<file path="config.mk">
export PLATFORM = sky130hd
export DESIGN_NAME = hazard_unit
export DESIGN_NICKNAME = d
export VERILOG_FILES = /design/src/rtl/hazard_unit.sv
export SDC_FILE = /design/constraint.sdc
export NUM_CORES = 1
export LEC_CHECK = 0
export CORE_MARGIN = 1
export CORE_UTILIZATION = 41
export CTS_CLUSTER_DIAMETER = 60
export DETAILED_ROUTE_END_ITERATION = 16
export GPL_TIMING_DRIVEN = 0
export HOLD_SLACK_MARGIN = 0.05
export PLACE_DENSITY = 0.78
export SLEW_MARGIN = 0
export SYNTH_ARGS = -nofsm -noshare
export SYNTH_HDL_FRONTEND = slang
export SYNTH_SLANG_ARGS = --single-unit
export TNS_END_PERCENT = 100
</file>
<file path="constraint.sdc">
create_clock -name clk -period 5 [get_ports clk]
set_clock_uncertainty 0.15 [all_clocks]
set_input_delay 0.5 -clock clk [delete_from_list [all_inputs] [get_ports clk]]
set_output_delay 0.5 -clock clk [all_outputs]
set_load 0.01 [all_outputs]
</file>
<file path="src/rtl/hazard_unit.sv">
// Pipeline sequencing controller: load-use stall detection plus the UART program-download sequence.
// Define HAZARD_STAT_EN to add the saturating load-use stall counter output stall_count.
module hazard_unit #(
    parameter int DRAIN_CYCLES = 4,
    parameter int STAT_WIDTH   = 32
) (
    input  logic       clk,
    input  logic       rst,
    input  logic       uart_start,
    input  logic       uart_done,
    input  logic [4:0] id_reg_1_idx,
    input  logic [4:0] id_reg_2_idx,
    input  logic       reg_1_valid,
    input  logic       reg_2_valid,
    input  logic [4:0] ex_reg_dest_idx,
    input  logic       ex_mem_read,
    input  logic       ex_no_op,
    output logic [1:0] hazard_control,
    output logic       uart_disable,
    output logic       pc_reset
`ifdef HAZARD_STAT_EN
    ,
    output logic [STAT_WIDTH-1:0] stall_count
`endif
);

    localparam int CNT_W = (DRAIN_CYCLES > 1) ? $clog2(DRAIN_CYCLES) : 1;
    localparam logic [CNT_W-1:0] DRAIN_LOAD = CNT_W'(DRAIN_CYCLES - 1);

    typedef enum logic [1:0] {
        RUN,
        DRAIN,
        UART,
        RESTART
    } state_t;

    state_t           state;
    logic [CNT_W-1:0] drain_cnt;
    logic             load_use;

    // A load in EX whose destination feeds a live ID source; register 0 is never a real dependency.
    assign load_use = ex_mem_read && !ex_no_op && (ex_reg_dest_idx != 5'd0) &&
                      ((reg_1_valid && (id_reg_1_idx == ex_reg_dest_idx)) ||
                       (reg_2_valid && (id_reg_2_idx == ex_reg_dest_idx)));

    // uart_disable and pc_reset are registered alongside the state so they never glitch.
    always_ff @(posedge clk) begin
        if (rst) begin
            state        <= RUN;
            drain_cnt    <= '0;
            uart_disable <= 1'b1;
            pc_reset     <= 1'b0;
        end else begin
            case (state)
                RUN: begin
                    if (uart_start) begin
                        state     <= DRAIN;
                        drain_cnt <= DRAIN_LOAD;
                    end
                end
                DRAIN: begin
                    if (drain_cnt == '0) begin
                        state        <= UART;
                        uart_disable <= 1'b0;
                    end else begin
                        drain_cnt <= drain_cnt - 1'b1;
                    end
                end
                UART: begin
                    if (uart_done) begin
                        state        <= RESTART;
                        uart_disable <= 1'b1;
                        pc_reset     <= 1'b1;
                    end
                end
                RESTART: begin
                    state    <= RUN;
                    pc_reset <= 1'b0;
                end
                default: begin
                    state        <= RUN;
                    uart_disable <= 1'b1;
                    pc_reset     <= 1'b0;
                end
            endcase
        end
    end

    // RESTART releases the PC hold so the pc_reset pulse lands, but still bubbles ID/EX.
    always_comb begin
        hazard_control = 2'b11;
        case (state)
            RUN:     hazard_control = load_use ? 2'b11 : 2'b00;
            RESTART: hazard_control = 2'b10;
            default: hazard_control = 2'b11;
        endcase
    end

`ifdef HAZARD_STAT_EN
    always_ff @(posedge clk) begin
        if (rst) begin
            stall_count <= '0;
        end else if ((state == RUN) && load_use && (stall_count != '1)) begin
            stall_count <= stall_count + 1'b1;
        end
    end
`endif

endmodule

</file>
==> qor.csv <==
metric,value,unit
"EDFF count, synth",0,
area delta synth->final,56.1,%
CTS HTree Levels,1,
Port Buf Inserts,26,
die width,38.1,um
Post-CTS Setup Inserts,0,
Clock Path Buffers,2,
HPWL Detailed,1210,um
PwrDens,443,nW/um^2
Critical Path Fanout Max,3,
Switching Share,40.6,%
WL/cell,13.8,um
setup violators final,0,
Die Height,38.1,um
Root Buffer,clkbuf_4,
"Seq/Total Area, Yosys",22.4,%
clk sinks,6,
total CTS buffers,3,
Synth Instances,64,
hold_sp,pc_reset,
layout cell share with drive strength beyond 1,9.68,%
reg2reg setup slack,3220,ps
status,"finished, final reports clean",
Setup CP Type,input port to primary output,
synth warn,0,
Hold Path Stages,2,
Internal,0.220,mW
CP required,4350,ps
syn_nets,93,
VDD IR-drop max,0.349,mV
die area,1450,um^2
NetSw,0.150,mW
Post-Syn Area,536,um^2
antenna-violating nets left,0,
predominant post-synthesis flop cell,dfxtp_1,
"Slew Viols, Final",0,
Starting Density,46.3,%
crit end category,primary output,
CTS resizes,0,
fin nets,124,
routed via count,545,
Total Routing Usage GR,24.1,%
Netlist cell types,25,
# fillers,108,
largest net degree at the start of global routing,7,
max_cap viols,0,
first-pass GRT wire length,2330,um
number of diodes,0,
asr flop ratio synth,0,%
final setup TNS,0,ps
final hold vios,0,
Slew @ Worst Pin,321,ps
share of power burned in registers,22.9,%
slew margin rel.,78.5,%
core area,1160,um^2
capturing point of the worst reg2reg path,state[1],
unrepaired setup endpoints after global routing,false,
FP Rows,12,
FMAX,324,MHz
R2R depth,6,
worst reg2reg startpoint,state[0],
"Clk Latency, worst-skew pair",240,ps
"Remaining Overflow, GRT",0,
GP Congestion,0.744,
CTS tree,built,
placed cell area,813,um^2
Worst EP arrival,2440,ps
Post-route DRC,0,
Starting DRT DRC Count,6,
HP Class,flop to flop,
Hold EP,pc_reset,
Worst setup SP type,input port,
"Design Area, Final",836,um^2
min Tclk post-route,3090,ps
Final period util,61.8,%
logic gate share of total power,65.3,%
Via-to-Cell Ratio,5.09,
Ports,27,
Synth Register Bits,6,
number of global-route vias before repair,521,
hold buffers post-CTS,0,
Worst-path clk slew,40,ps
antenna violations before repair,0,
Clk network pwr share,11.8,%
leakage power,0.335,nW
syn avg cell area,8.37,um^2
Pre-antenna DRT Iters,4,
final WL,1480,um
[state kept, by name (all words and copies together), names as in the netlist]
register      cells
pc_reset          1
state             2
drain_cnt         2
uart_disable      1
[cell usage after synthesis, drive strengths merged (2+ instances only)]
cell type | instances | share of area (%)
a21oi | 3 | 2.8
dfxtp | 6 | 22
ha | 6 | 14
inv | 5 | 3.5
nand2 | 3 | 2.1
nor2 | 9 | 6.3
nor2b | 3 | 3.5
nor3 | 3 | 3.7
nor4 | 3 | 3.5
xnor2 | 2 | 3.3
xor2 | 8 | 13
[worst max-delay path: stages]
cell and delay [ps]:
clkdlybuf4s50_1 480, xor2_1 190, nor4_1 300, a32oi_1 200, o22ai_1 190, clkdlybuf4s50_1 570
[stage by stage]
step / instances / setup slack [ps] / total power [mW] / util, % / hold WS, ps
floorplan: 64 / 3030 / 0.235 / - / 333
global placement: 104 / 2030 / 0.317 / 70.3 / 324
detailed placement: 104 / 1910 / 0.326 / 70.3 / 337
CTS: 107 / 1910 / 0.375 / 72.3 / 345
global route: 107 / 1770 / 0.407 / 72.3 / 358
finish: 107 / 1910 / 0.370 / 72.3 / 340
[how the worst max path moves through the flow]
stage	cells after the start	end	startpoint
final	6	hazard_control[0]	ex_reg_dest_idx[3]
after global routing	6	hazard_control[0]	ex_reg_dest_idx[3]
after CTS	6	hazard_control[0]	ex_reg_dest_idx[3]
after detailed placement	6	hazard_control[0]	ex_reg_dest_idx[3]
after global placement	5	hazard_control[0]	ex_reg_dest_idx[1]
after floorplan	3	hazard_control[0]	ex_reg_dest_idx[1]
[cell families after synthesis]
kind of cell,share of synthesized area (%)
AO/OA/AOI/OAI,14.5
buffers and inverters,3.51
AND/OR/NAND/NOR,25.2
flip-flops,22.4
multiplexers,3.97
adder cells (fa/ha/maj),14.0
XOR/XNOR,16.4
[power by group through the flow]
| stage | clock network (mW) | registers [mW] | logic (mW) |
|---|---|---|---|
| 2_1_floorplan | 0 | 0.0854 | 0.150 |
| 3_3_place_gp | 0 | 0.0850 | 0.232 |
| 3_5_place_dp | 0 | 0.0856 | 0.241 |
| 4_1_cts | 0.0458 | 0.0850 | 0.244 |
| 5_1_grt | 0.0487 | 0.0880 | 0.270 |
| 6_report | 0.0435 | 0.0849 | 0.242 |
[routing by layer]
| metal | routed length [um] | vias to the layer above | track usage [%] |
|---|---|---|---|
| met3 | 79 | 2 | 9.88 |
| li1 | - | 281 | - |
| met1 | 621 | 252 | 26.4 |
| met5 | 0 | - | 0 |
| met4 | 19 | 0 | 2.68 |
| met2 | 755 | 10 | 44.1 |
[placed cells by master, fill, tap and decap left out]
cell,n
nor3_1,2
a21oi_1,3
xnor2_1,2
and2b_2,1
dfxtp_1,6
o2111ai_2,1
nand2_1,3
or4_4,1
mux2i_1,1
o211ai_1,1
a211oi_2,1
xor2_1,8
nor4_1,3
a32oi_1,1
o22ai_1,1
and2_0,1
nand2b_1,1
nor2b_1,3
inv_1,5
o21ai_1,1
ha_1,6
nor2_1,9
mux2_2,1
o21bai_1,1
nor3_2,1
clkdlybuf4s50_1,26
clkbuf_4,3
[final cells by class]
cell class                 count  area (um^2)  area share [%]
multi-input combinational     53          397            47.5
tap                           14         17.5            2.10
sequential                     6          120            14.4
clock buffer                   3         22.5            2.69
inverter                       5         18.8            2.25
timing repair buffer          26          260            31.1
Power figures use the tool's default switching activity.
